==> src/rtl/delta_pkg.sv <==
// Shared types and elaboration-time helpers for the steering-delay generators.
// Mic coordinates are expressed in half-pitch units so they stay integral.
package delta_pkg;

   typedef enum logic [1:0] {IDLE, ACC, NORM, DONE} state_t;

   // Projection width: coordinate width, plus growth from the largest mic
   // coordinate, plus room for the sum of the two products.
   function automatic int calc_r_w(input int coord_w, input int nx, input int ny);
      int m;
      m = (nx > ny) ? nx : ny;
      return coord_w + $clog2(m) + 2;
   endfunction

   function automatic int mic_mx(input int idx, input int nx);
      return 2 * (idx % nx) - (nx - 1);
   endfunction

   function automatic int mic_my(input int idx, input int nx, input int ny);
      return 2 * (idx / nx) - (ny - 1);
   endfunction

endpackage

==> src/rtl/delta_norm_sat.sv <==
// Normalise one projection against the array minimum, scale down by SHIFT
// and clip to the unsigned delay range.
module delta_norm_sat #(
   parameter int R_W     = 12,
   parameter int SHIFT   = 2,
   parameter int DELTA_W = 8
) (
   input  logic signed [R_W-1:0]   i_r,
   input  logic signed [R_W-1:0]   i_min,
   output logic        [DELTA_W-1:0] o_d
);

   localparam int WIDE = (R_W + 1 > DELTA_W) ? R_W + 1 : DELTA_W;
   localparam logic [WIDE-1:0] SAT_MAX = WIDE'({DELTA_W{1'b1}});

   logic [R_W:0]    w_diff;
   logic [R_W:0]    w_shr;
   logic [WIDE-1:0] w_ext;

   // i_min never exceeds i_r, so the extended difference is non-negative.
   assign w_diff = {i_r[R_W-1], i_r} - {i_min[R_W-1], i_min};
   assign w_shr  = w_diff >> SHIFT;
   assign w_ext  = WIDE'(w_shr);
   assign o_d    = (w_ext > SAT_MAX) ? {DELTA_W{1'b1}} : w_ext[DELTA_W-1:0];

endmodule

==> src/rtl/delta_generator_seq.sv <==
// Time-multiplexed steering-delay generator: one projection per cycle, then one
// normalised delay per cycle, then an atomic publish of all channels.
module delta_generator_seq
   import delta_pkg::*;
#(
   parameter int NX      = 4,
   parameter int NY      = 4,
   parameter int COORD_W = 8,
   parameter int DELTA_W = 8,
   parameter int SHIFT   = 2,
   parameter int R_W     = calc_r_w(COORD_W, NX, NY)
) (
   input  logic                      i_clk,
   input  logic                      i_rst,
   input  logic                      i_start,
   input  logic signed [COORD_W-1:0] p_x,
   input  logic signed [COORD_W-1:0] p_y,
   output logic                      o_busy,
   output logic                      o_valid,
   output logic        [DELTA_W-1:0] delta [NX*NY]
);

   localparam int N_CH  = NX * NY;
   localparam int IDX_W = (N_CH > 1) ? $clog2(N_CH) : 1;
   localparam logic [IDX_W-1:0]      LAST_IDX = IDX_W'(N_CH - 1);
   localparam logic signed [R_W-1:0] MIN_INIT = {1'b0, {(R_W-1){1'b1}}};

   state_t                    r_state;
   logic [IDX_W-1:0]          r_idx;
   logic signed [COORD_W-1:0] r_px;
   logic signed [COORD_W-1:0] r_py;
   logic signed [R_W-1:0]     r_min;
   logic signed [R_W-1:0]     r_proj   [N_CH];
   logic [DELTA_W-1:0]        r_shadow [N_CH];
   logic [DELTA_W-1:0]        r_delta  [N_CH];
   logic                      r_busy;
   logic                      r_valid;

   logic signed [R_W-1:0]     w_mx [N_CH];
   logic signed [R_W-1:0]     w_my [N_CH];
   logic signed [R_W-1:0]     w_px_ext;
   logic signed [R_W-1:0]     w_py_ext;
   logic signed [R_W-1:0]     w_proj;
   logic [DELTA_W-1:0]        w_d;

   // Per-mic coordinate constants; the multiplies below collapse to shifts/adds.
   genvar gi;
   generate
      for (gi = 0; gi < N_CH; gi++) begin : g_ch
         assign w_mx[gi]  = R_W'(mic_mx(gi, NX));
         assign w_my[gi]  = R_W'(mic_my(gi, NX, NY));
         assign delta[gi] = r_delta[gi];
      end
   endgenerate

   assign w_px_ext = R_W'(r_px);
   assign w_py_ext = R_W'(r_py);
   assign w_proj   = w_mx[r_idx] * w_px_ext + w_my[r_idx] * w_py_ext;

   delta_norm_sat #(
      .R_W     (R_W),
      .SHIFT   (SHIFT),
      .DELTA_W (DELTA_W)
   ) u_norm (
      .i_r   (r_proj[r_idx]),
      .i_min (r_min),
      .o_d   (w_d)
   );

   always_ff @(posedge i_clk) begin
      if (i_rst) begin
         r_state <= IDLE;
         r_idx   <= '0;
         r_px    <= '0;
         r_py    <= '0;
         r_min   <= MIN_INIT;
         r_busy  <= 1'b0;
         r_valid <= 1'b0;
         for (int i = 0; i < N_CH; i++) begin
            r_proj[i]   <= '0;
            r_shadow[i] <= '0;
            r_delta[i]  <= '0;
         end
      end else begin
         r_valid <= 1'b0;
         case (r_state)
            IDLE: begin
               r_busy <= 1'b0;
               if (i_start) begin
                  r_px    <= p_x;
                  r_py    <= p_y;
                  r_idx   <= '0;
                  r_min   <= MIN_INIT;
                  r_busy  <= 1'b1;
                  r_state <= ACC;
               end
            end
            ACC: begin
               r_proj[r_idx] <= w_proj;
               if (w_proj < r_min) r_min <= w_proj;
               if (r_idx == LAST_IDX) begin
                  r_idx   <= '0;
                  r_state <= NORM;
               end else begin
                  r_idx <= r_idx + 1'b1;
               end
            end
            NORM: begin
               r_shadow[r_idx] <= w_d;
               if (r_idx == LAST_IDX) begin
                  r_idx   <= '0;
                  r_state <= DONE;
               end else begin
                  r_idx <= r_idx + 1'b1;
               end
            end
            DONE: begin
               // Publish every channel on the same edge so readers never see a mix.
               for (int i = 0; i < N_CH; i++) r_delta[i] <= r_shadow[i];
               r_valid <= 1'b1;
               r_state <= IDLE;
            end
            default: r_state <= IDLE;
         endcase
      end
   end

   assign o_busy  = r_busy;
   assign o_valid = r_valid;

endmodule

==> config.mk <==
export PLATFORM = sky130hd
export DESIGN_NAME = delta_generator_seq
export DESIGN_NICKNAME = d
export VERILOG_FILES = /design/src/rtl/delta_pkg.sv /design/src/rtl/delta_norm_sat.sv /design/src/rtl/delta_generator_seq.sv
export SDC_FILE = /design/constraint.sdc
export NUM_CORES = 1
export LEC_CHECK = 0
export BUFFER_PORTS_ARGS = -buffer_cell sky130_fd_sc_hd__clkbuf_2
export CAP_MARGIN = 30
export CORE_ASPECT_RATIO = 0.6
export CORE_MARGIN = 1.5
export CORE_UTILIZATION = 45
export CTS_CLUSTER_SIZE = 12
export DETAILED_ROUTE_END_ITERATION = 16
export GPL_ROUTABILITY_DRIVEN = 0
export PLACE_DENSITY = 0.64
export SLEW_MARGIN = 0
export SYNTH_ARGS = -nofsm -noshare
export SYNTH_HDL_FRONTEND = slang
export SYNTH_SLANG_ARGS = --single-unit
export TNS_END_PERCENT = 10
==> constraint.sdc <==
create_clock -name i_clk -period 24.2 [get_ports i_clk]
set_clock_uncertainty 0.1 [all_clocks]
set_input_delay 6.05 -clock i_clk [delete_from_list [all_inputs] [get_ports i_clk]]
set_output_delay 6.05 -clock i_clk [all_outputs]
set_load 0.01 [all_outputs]
==> run_results.csv, run 1 <==
group,metric,value,unit
run_status,outcome,"complete, no violations",
setup_path,crit_top_cell,"buf_4",
logic_synthesis,yosys.cell_count.top_type,"edfxtp_1",
timing,drv_slew,0,
clock_network,clock_latency,580,ps
timing,tns,0,ps
timing,slew_headroom,0.298,
grt,grt_use_total,0.221,
clock_network,ctsResizeCount,0,
timing,fin_crit_sh,0.364,
floorplanning,row_count,63,
placement,io_buffer_count,148,
placement,hpwl,39200,um
setup_path,critPathMaxStageDelay,810,ps
timing,final.min_clock_period,8810,ps
placement,pre_cts_slack,14750,ps
route,vias,14000,
setup_path,path_buf_inv,3,
route,dr.first_iter.drc_count,1604,
logic_synthesis,yosys.area_share.simple,0.141,
route,drt_first_pass_iters,5,
route,drc_errors,0,
timing,worst_slew_pin_slew,1050,ps
grt,antenna_found_initial,2,
logic_synthesis,ys_seq_area_frac,0.620,
final_layout,ff_latch_area,14300,um^2
timing,hold_ws,380,ps
clock_network,cts_made_buffers,48,
clock_network,cts_buffer_depth,3,
final_layout,design_area,25900,um^2
run,cap_violations,0,
placement,dpl_cell_area,24400,um^2
grt,overflow,0,
logic_synthesis,synthArstFlopShare,0,
floorplanning,die_w,295,um
clock_network,cts-root-buf,"clkbuf_16",
timing,finalHoldViolations,0,
setup_path,worstPathRequired,24290,ps
setup_path,cp.arrival,8900,ps
setup_path,cp_slowest_cell,"buf_4",
clock_network,clkTransAtPathRegs,60,ps
logic_synthesis,synth_area_leaders,"edfxtp_1 59%, fa_1 6.2%, mux4_2 5.8%",
grt,grt_pass1_vias,13600,
floorplanning,pin_count,149,
logic_synthesis,synth_top_family_by_area,"simple AND/OR/NAND/NOR gates",
logic_synthesis,ys.flop_type,"edfxtp_1",
setup_path,cp-end-kind,"flop",
final_layout,nets,2037,
logic_synthesis,synth_xor_xnor_area_share,0.00914,
final_layout,syn_to_final_growth,12.7,%
logic_synthesis,syn-cell-area,23000,um^2
clock_network,htree_levels,2,
logic_synthesis,synthTopCellsByCount,"448 x edfxtp_1, 341 x nor2_1, 134 x inv_1",
clock_network,cts_tree,"yes",
timing,setup_viol,0,
setup_path,cp_max_fo,72,
final_layout,multi_input_area,7860,um^2
logic_synthesis,synth_seq_cells,488,
grt,grt_pass1_wl,85100,um
setup_path,cp-start-kind,"input pin",
clock_network,ctsHoldBuffers,0,
logic_synthesis,yosysUniqueCellTypes,52,
timing,setup_slack,15390,ps
setup_path,path_cells,"buf_4, buf_4, or2_4, buf_4",
logic_synthesis,synth_compound_area_frac,0.0244,
final_layout,n_fill_cell,4204,
route,ant_nets,0,
logic_synthesis,synth_nets,1908,
logic_synthesis,synthAdderAreaFrac,0.102,
clock_network,cts.sinks,488,
route,vias_per_cell,5.41,
hold_path,hp-class,"flop to flop",
grt,grt_max_degree,82,
logic_synthesis,syn_inst,1745,
logic_synthesis,synth_top_area_cell,"edfxtp_1",
logic_synthesis,synth_edf_count,448,
logic_synthesis,synth_top_cell_area_share,0.585,
timing,max_freq,113,MHz
timing,rsz0062_at_grt,"false",
final_layout,drive_above_1_share,0.167,
route,drt-total-wl,57300,um
logic_synthesis,syn_avg_cell_area,13.2,um^2
logic_synthesis,ys_warn_count,0,
clock_network,post-cts-setup-buffer-count,0,
floorplanning,die_area,52500,um^2
setup_path,cpLargestDelayFamily,"buffers and inverters",
floorplanning,die_h,178,um
route,post_drt_wl_per_cell,22.1,um
floorplanning,start_util,0.461,
floorplanning,design.core.area,49900,um^2
logic_synthesis,synth.mux.area_fraction,0.0644,
setup_path,setup.worst_path.class,"input pin to flop",
## path summary, 6_finish.rpt
path | start | endpoint | slack, ps | cells past startpoint
setup / recovery | i_rst | r_delta[0][28]$_SDFFCE_PN0P_ | 15390 | 4
hold / removal | o_busy$_SDFFE_PP0P_ | o_busy$_SDFFE_PP0P_ | 380 | 2
setup reg to reg | r_idx[1]$_SDFFE_PP0P_ | r_min[3]$_SDFFE_PP1P_ | 16100 | 26
hold reg to reg | o_busy$_SDFFE_PP0P_ | o_busy$_SDFFE_PP0P_ | 380 | 2
## cells in the final DEF (no fill, tap or decap), types with 18 or more instances in the layout
| cell | n |
|---|---|
| fa_1 | 71 |
| clkbuf_16 | 48 |
| dfxtp_1 | 38 |
| inv_1 | 134 |
| and2_1 | 96 |
| nand2_1 | 78 |
| nor2b_1 | 58 |
| mux4_2 | 59 |
| ha_1 | 73 |
| clkbuf_1 | 27 |
| edfxtp_1 | 448 |
| nand3_1 | 36 |
| a21oi_1 | 40 |
| nand2b_1 | 54 |
| nor2_1 | 339 |
| xnor2_1 | 18 |
| buf_4 | 27 |
| clkbuf_2 | 147 |
## routing by layer
layer | part of all wire | vias up | GRT usage | wire length [um]
li1 | - | 6236 | - | -
met1 | 0.46 | 7016 | 0.340 | 26500
met2 | 0.40 | 687 | 0.301 | 23000
met3 | 0.12 | 78 | 0.0756 | 6900
met4 | 0.016 | 0 | 0.0464 | 944
met5 | 0 | - | 0 | 0
## per-stage QoR
stage          cells   util
6_report        2593  0.519
5_1_grt         2591  0.519
4_1_cts         2589  0.518
3_5_place_dp    2504  0.490
3_3_place_gp    2503  0.489
2_1_floorplan   1745      -
## state kept, by name (all words and copies together) (netlist names), named ones only
register	count
r_px	8
r_py	8
o_busy	1
o_valid	1
r_min	12
r_shadow	128
r_state	2
r_idx	4
r_delta	128
r_proj	192
## worst register-to-register path, cell delays in order (launching register included)
cell	delay [ps]
dfxtp_1	400
inv_1	370
nand2_1	170
fa_1	720
inv_1	220
fa_1	550
inv_1	60
fa_1	500
inv_1	60
fa_1	530
fa_1	530
inv_1	70
fa_1	540
inv_1	50
ha_1	330
o311ai_0	520
xor2_1	190
buf_4	330
inv_1	100
ha_1	300
a21oi_1	80
o211ai_1	150
a21oi_1	70
o32ai_2	470
buf_4	300
mux2i_1	220
nand2b_1	60
## cell type report
type | instances | area share
diodes | 2 | 0.000193
multi-input cells | 1022 | 0.303
repair buffers | 177 | 0.0388
inverters | 137 | 0.0199
clock inverters | 8 | 0.00309
flip-flops and latches | 488 | 0.551
well taps | 682 | 0.0330
clock buffers | 77 | 0.0511
## logic make-up (layout without fill, tap and decap cells)
logic type | after synthesis | after routing
mux | 74 | 74
xor+xnor | 24 | 24
fa+ha+maj | 144 | 144
flops | 488 | 488
simple gates | 693 | 693
buf+inv | 235 | 399
compound gates | 87 | 87
other cells | 0 | 2
Power of run 1 is left out: the tool's default activity adds up to more than one toggle a clock period on the data nets, which glitch-free logic cannot reach.
==> run 2: changes to the inputs <==
--- a/config.mk
+++ b/config.mk
@@ -5,6 +5,7 @@
 export SDC_FILE = /design/constraint.sdc
 export NUM_CORES = 1
 export LEC_CHECK = 0
+export ABC_AREA = 1
 export BUFFER_PORTS_ARGS = -buffer_cell sky130_fd_sc_hd__clkbuf_2
 export CAP_MARGIN = 30
 export CORE_ASPECT_RATIO = 0.6
==> constraint.sdc (replaced) <==
create_clock -name i_clk -period 9.08 [get_ports i_clk]
set_clock_uncertainty 0.1 [all_clocks]
set_input_delay 2.27 -clock i_clk [delete_from_list [all_inputs] [get_ports i_clk]]
set_output_delay 2.27 -clock i_clk [all_outputs]
set_load 0.01 [all_outputs]
==> run 2 against run 1 <==
  * Die area up 3.8%
  * Sequential share of layout area down 1.4 points
  * First-iteration DRC count down 3.3%
  * Wire length up 3.7%
  * Cell area up 2.6%
  * Non-clock buffer count down 8
  * Setup slack worse by 15000 ps
  * Flip-flop and latch count unchanged
  * Clock-buffer cell count down 12
==> run_results.csv, run 2 <==
group,metric,value,unit
final_layout,layout_common_cells,"467 x nor2_1, 452 x inv_1, 448 x edfxtp_1, 295 x nand2_1, 150 x clkbuf_2",
clock_network,ctsResizeCount,0,
final_layout,syn_to_final_growth,11.3,%
hold_path,hold_end,"r_min[9]$_SDFFE_PP1P_",
logic_synthesis,synthTopCellsByCount,"467 x nor2_1, 453 x inv_1, 448 x edfxtp_1",
clock_network,htree_levels,2,
timing,slew_headroom,0.294,
logic_synthesis,yosys.cell_count.top_type,"nor2_1",
logic_synthesis,yosysUniqueCellTypes,41,
setup_path,reg2reg_from,"r_idx[1]$_SDFFE_PP0P_",
logic_synthesis,synth_seq_cells,488,
grt,grt_use_total,0.221,
logic_synthesis,ys_seq_area_frac,0.597,
logic_synthesis,syn-cell-area,23900,um^2
final_layout,nets,2585,
run,cap_violations,0,
run_status,outcome,"complete, no violations",
logic_synthesis,ys.flop_type,"edfxtp_1",
hold_path,min_path_cells,2,
final_layout,antenna_cells,0,
clock_network,cts_made_buffers,48,
logic_synthesis,synth_edf_count,448,
placement,hpwl,40500,um
setup_path,critPathMaxStageDelay,550,ps
final_layout,design_area,26600,um^2
placement,dp_cells,3073,
grt,overflow,0,
route,dr.first_iter.drc_count,1551,
floorplanning,design.core.area,52500,um^2
timing,setup_viol,0,
logic_synthesis,synth_top_cell_area_share,0.563,
final_layout,largest_reg_flops,192,
setup_path,ff2ff_setup_slack,800,ps
final_layout,top_regs,"r_proj (192), r_delta (128), r_shadow (128)",
grt,antenna_found_initial,0,
timing,max_freq,121,MHz
hold_path,hp-class,"flop to flop",
timing,fin_crit_sh,0.912,
grt,grt_pass1_vias,16200,
clock_network,ctsHoldBuffers,0,
timing,finalHoldViolations,0,
setup_path,setup.worst_path.class,"flop to flop",
route,drc_errors,0,
route,ant_nets,0,
final_layout,drive_above_1_share,0.107,
logic_synthesis,synth_area_leaders,"edfxtp_1 56%, nor2_1 7.3%, inv_1 7.1%",
floorplanning,start_util,0.455,
setup_path,worstReg2RegEnd,"r_min[8]$_SDFFE_PP1P_",
setup_path,cp-end-kind,"flop",
logic_synthesis,synth_top_area_cell,"edfxtp_1",
clock_network,cts.sinks,488,
logic_synthesis,synthArstFlopShare,0,
floorplanning,die_area,54500,um^2
timing,drv_slew,0,
setup_path,ff2ff_path_depth,32,
clock_network,post-cts-setup-buffer-count,0,
route,drt-total-wl,59400,um
setup_path,cp_slowest_cell,"fa_1",
floorplanning,pin_count,149,
clock_network,clock_latency,570,ps
floorplanning,die_h,181,um
grt,grt_pass1_wl,92100,um
setup_path,crit_top_cell,"nand2_1",
logic_synthesis,syn_inst,2309,
timing,final.min_clock_period,8280,ps
route,drt_first_pass_iters,5,
placement,dpl_cell_area,25200,um^2
timing,tns,0,ps
setup_path,cp-start-kind,"flop",
logic_synthesis,ys_warn_count,0,
hold_path,min_from,"r_min[9]$_SDFFE_PP1P_",
clock_network,cts_tree,"yes",
route,vias,16200,
clock_network,cts-root-buf,"clkbuf_16",
final_layout,layoutNonFillerInstCount,3144,
clock_network,clkTransAtPathRegs,60,ps
logic_synthesis,synth_nets,2472,
setup_path,cp.arrival,8630,ps
clock_network,cts_buffer_depth,3,
route,post_drt_wl_per_cell,18.9,um
final_layout,largest_register,"r_proj",
floorplanning,die_w,300,um
timing,rsz0062_at_grt,"false",
setup_path,worstPathRequired,9430,ps
placement,io_buffer_count,148,
timing,worst_slew_pin_slew,1050,ps
grt,grt_max_degree,97,
floorplanning,row_count,65,
final_layout,final_common_cell,"nor2_1",
final_layout,fin_util,0.507,
setup_path,cp_max_fo,16,
logic_synthesis,syn_avg_cell_area,10.3,um^2
route,vias_per_cell,5.14,
run 2: cell count changes in the layout (fill, tap and decap cells not counted), moves of 52 or more:
cell / previous run / this run
and2_1: 96 / 0
nand2_1: 78 / 295
inv_1: 134 / 452
nor2_1: 339 / 467
nand2b_1: 54 / 2
nor2b_1: 58 / 0
o21ai_0: 13 / 132
mux4_2: 59 / 0
run 2: logic make-up after synthesis:
kind of cell | after synthesis | synth area share
AND/OR/NAND/NOR | 828 | 0.140
buffers and inverters | 570 | 0.0931
flip-flops | 488 | 0.597
AO/OA/AOI/OAI | 249 | 0.0607
adder cells (fa/ha/maj) | 144 | 0.0978
XOR/XNOR | 30 | 0.0118
run 2: layout make-up:
cell class,instances,area [um^2]
fillers,4751,25900
clock buffers,65,1300
well taps,703,880
inverters,464,1740
clock inverters,4,62.6
multi-input cells,1251,7410
repair buffers,169,920
flip-flops and latches,488,14300
run 2: through the flow:
step,worst slack [ps],hold WS (ps)
after floorplan,1900,333
after global placement,1150,355
after detailed placement,915,353
after CTS,890,367
after global routing,145,388
final,799,367
run 2: worst max path at each step:
stage,startpoint,end,slack (ps),cells past startpoint
after floorplan,r_idx[1]$_SDFFE_PP0P_,r_min[10]$_SDFFE_PP1P_,1900,35
after global placement,r_idx[1]$_SDFFE_PP0P_,r_min[9]$_SDFFE_PP1P_,1150,34
after detailed placement,r_idx[1]$_SDFFE_PP0P_,r_min[8]$_SDFFE_PP1P_,910,32
after CTS,r_idx[1]$_SDFFE_PP0P_,r_min[8]$_SDFFE_PP1P_,890,32
after global routing,r_idx[1]$_SDFFE_PP0P_,r_min[1]$_SDFFE_PP1P_,140,32
final,r_idx[1]$_SDFFE_PP0P_,r_min[8]$_SDFFE_PP1P_,800,32
run 2: worst max-delay path: cells and delay by family, from the launching register on:
family                   cells  cell delay [ps]
AO/OA/AOI/OAI                5              770
XOR/XNOR                     1              150
adder cells (fa/ha/maj)      8             3720
buffers and inverters        6              950
flip-flops                   1              450
AND/OR/NAND/NOR             12             2010
run 2: per-layer routing:
layer | global-route usage | wire length, um
met1 | 0.327 | 26900
met2 | 0.324 | 25200
met3 | 0.0650 | 6420
met4 | 0.0394 | 901
met5 | 0 | 0
Power of run 2 is left out for the same reason.
==> run 3: changes to the inputs <==
--- a/config.mk
+++ b/config.mk
@@ -18,5 +18,6 @@
 export SLEW_MARGIN = 0
 export SYNTH_ARGS = -nofsm -noshare
 export SYNTH_HDL_FRONTEND = slang
+export SYNTH_HIERARCHICAL = 1
 export SYNTH_SLANG_ARGS = --single-unit
 export TNS_END_PERCENT = 10
==> run 3 against run 2 <==
  * Cell area is essentially flat
  * Synthesized area grew 0.12%
  * Register-to-register slack improved by 190 ps
  * Sequential share of layout area hardly changed
  * Critical path depth is 3 higher
  * Via count rose by 0.50%
  * Wire length fell by 2.1%
  * Die area is 0.11% higher
  * Non-clock buffer count increased by 2
  * Setup slack gained 190 ps
  * Flip-flop and latch count is the same
  * Critical path type unchanged
  * Critical endpoint is now r_min[9]$_SDFFE_PP1P_
==> run_results.csv, run 3 <==
group,metric,value,unit
run_status,outcome,"complete, no violations",
setup_path,worstPathRequired,9400,ps
floorplanning,die_h,182,um
clock_network,htree_levels,2,
setup_path,reg2reg_from,"r_idx[3]$_SDFFE_PP0P_",
grt,antenna_found_initial,0,
final_layout,final_common_cell,"nor2_1",
clock_network,ctsResizeCount,0,
hold_path,min_path_cells,2,
clock_network,cts.sinks,488,
floorplanning,die_w,301,um
final_layout,syn_to_final_growth,11.1,%
grt,overflow,0,
placement,io_buffer_count,148,
timing,setup_viol,0,
route,post_drt_wl_per_cell,18.7,um
final_layout,ff_latch_area,14300,um^2
floorplanning,row_count,65,
logic_synthesis,syn_inst,2283,
clock_network,cts_buffer_depth,3,
route,ant_nets,0,
setup_path,ff2ff_setup_slack,990,ps
final_layout,top_regs,"r_proj (192), r_delta (128), r_shadow (128)",
floorplanning,start_util,0.455,
final_layout,largest_reg_flops,192,
setup_path,cp_max_fo,18,
setup_path,cp_slowest_cell,"fa_1",
timing,fin_crit_sh,0.891,
timing,max_freq,124,MHz
logic_synthesis,synth_area_leaders,"edfxtp_1 56%, nor2_1 7.8%, inv_1 6.5%",
final_layout,drive_above_1_share,0.108,
final_layout,nets,2561,
route,drt_first_pass_iters,7,
logic_synthesis,yosys.cell_count.top_type,"nor2_1",
final_layout,layout_common_cells,"495 x nor2_1, 448 x edfxtp_1, 415 x inv_1, 214 x nand2_1, 148 x clkbuf_2",
setup_path,worstReg2RegEnd,"r_min[9]$_SDFFE_PP1P_",
grt,grt_max_degree,99,
timing,slew_headroom,0.369,
logic_synthesis,yosysUniqueCellTypes,41,
route,drc_errors,0,
floorplanning,design.core.area,52500,um^2
grt,grt_pass1_wl,90200,um
logic_synthesis,synth_top_area_cell,"edfxtp_1",
setup_path,cp.arrival,8420,ps
route,drt-total-wl,58100,um
logic_synthesis,synth_edf_count,448,
route,dr.first_iter.drc_count,1548,
logic_synthesis,ys.flop_type,"edfxtp_1",
final_layout,layoutNonFillerInstCount,3112,
setup_path,critPathMaxStageDelay,590,ps
logic_synthesis,syn_avg_cell_area,10.5,um^2
grt,grt_pass1_vias,16000,
clock_network,clkTransAtPathRegs,70,ps
setup_path,worstSetupEndpoint,"r_min[9]$_SDFFE_PP1P_",
run,cap_violations,0,
final_layout,fin_util,0.506,
clock_network,ctsHoldBuffers,0,
clock_network,cts-root-buf,"clkbuf_16",
logic_synthesis,ys_warn_count,6,
setup_path,cp-end-kind,"flop",
final_layout,n_fill_cell,4744,
setup_path,cp-startpoint,"r_idx[3]$_SDFFE_PP0P_",
logic_synthesis,synth_top_cell_area_share,0.563,
timing,tns,0,ps
setup_path,cp-start-kind,"flop",
timing,finalHoldViolations,0,
hold_path,hp-class,"flop to flop",
floorplanning,pin_count,149,
clock_network,cts_made_buffers,47,
logic_synthesis,synthArstFlopShare,0,
clock_network,clock_latency,580,ps
final_layout,antenna_cells,0,
logic_synthesis,syn-cell-area,23900,um^2
setup_path,setup.worst_path.class,"flop to flop",
placement,hpwl,40300,um
logic_synthesis,ys_seq_area_frac,0.596,
setup_path,ff2ff_path_depth,35,
logic_synthesis,synth_nets,2446,
placement,dp_cells,3049,
clock_network,cts_tree,"yes",
timing,final.min_clock_period,8090,ps
grt,grt_use_total,0.215,
final_layout,multi_input_area,7590,um^2
timing,rsz0062_at_grt,"false",
route,vias_per_cell,5.22,
final_layout,largest_register,"r_proj",
logic_synthesis,synthTopCellsByCount,"495 x nor2_1, 448 x edfxtp_1, 415 x inv_1",
logic_synthesis,synth_seq_cells,488,
timing,worst_slew_pin_slew,946,ps
timing,drv_slew,0,
floorplanning,die_area,54600,um^2
clock_network,post-cts-setup-buffer-count,0,
route,vias,16200,
==> run 3: changes by cell type after synthesis, sizes merged, moves of 32 or more <==
| cell | change |
|---|---|
| nor2 | +34 |
| nand2 | -83 |
| mux2i | +48 |
| nand3 | +58 |
| o211ai | +32 |
| o21ai | -46 |
| inv | -39 |
==> run 3: cell type report <==
cell class              count  share of cell area
multi-input cells        1262               0.286
repair buffers            171              0.0359
inverters                 428              0.0605
flip-flops and latches    488               0.537
clock buffers              51              0.0448
well taps                 703              0.0331
clock inverters             9             0.00297
==> run 3: worst min-delay path by stage <==
| stage | slack (ps) | end | startpoint |
|---|---|---|---|
| finish | 400 | r_min[1]$_SDFFE_PP1P_ | r_min[1]$_SDFFE_PP1P_ |
| detailed placement | 390 | r_min[5]$_SDFFE_PP1P_ | r_min[5]$_SDFFE_PP1P_ |
| CTS | 390 | r_min[1]$_SDFFE_PP1P_ | r_min[1]$_SDFFE_PP1P_ |
| global route | 420 | r_min[5]$_SDFFE_PP1P_ | r_min[5]$_SDFFE_PP1P_ |
| global placement | 380 | r_min[10]$_SDFFE_PP1P_ | r_min[10]$_SDFFE_PP1P_ |
| floorplan | 350 | r_min[10]$_SDFFE_PP1P_ | r_min[10]$_SDFFE_PP1P_ |
==> run 3: critical path: cells and delay by family (launching register included) <==
kind | cells | cell delay, ps
simple gates | 14 | 2010
fa+ha+maj | 8 | 3940
compound gates | 3 | 440
buf+inv | 10 | 940
flops | 1 | 510
==> run 3: cell families after synthesis <==
kind of cell | Yosys count | synth area share
fa+ha+maj | 144 | 0.0977
flops | 488 | 0.596
buf+inv | 533 | 0.0865
xor+xnor | 14 | 0.00686
compound gates | 216 | 0.0513
mux | 48 | 0.0201
simple gates | 840 | 0.141
==> run 3: stage by stage <==
| stage | worst slack, ps | cell area [um^2] | hold slack, ps |
|---|---|---|---|
| 2_1_floorplan | 2250 | 23900 | 351 |
| 3_3_place_gp | 1340 | 25200 | 377 |
| 3_5_place_dp | 1020 | 25200 | 386 |
| 4_1_cts | 1030 | 26500 | 395 |
| 5_1_grt | 449 | 26600 | 420 |
| 6_report | 987 | 26600 | 395 |
==> run 3: metal layers <==
layer	vias to the layer above	global-route usage	wire length [um]
met5	-	0	0
met4	0	0.0378	860
met3	73	0.0531	5940
met2	665	0.312	24500
met1	7948	0.329	26900
li1	7553	-	-
Power of run 3 is left out for the same reason.
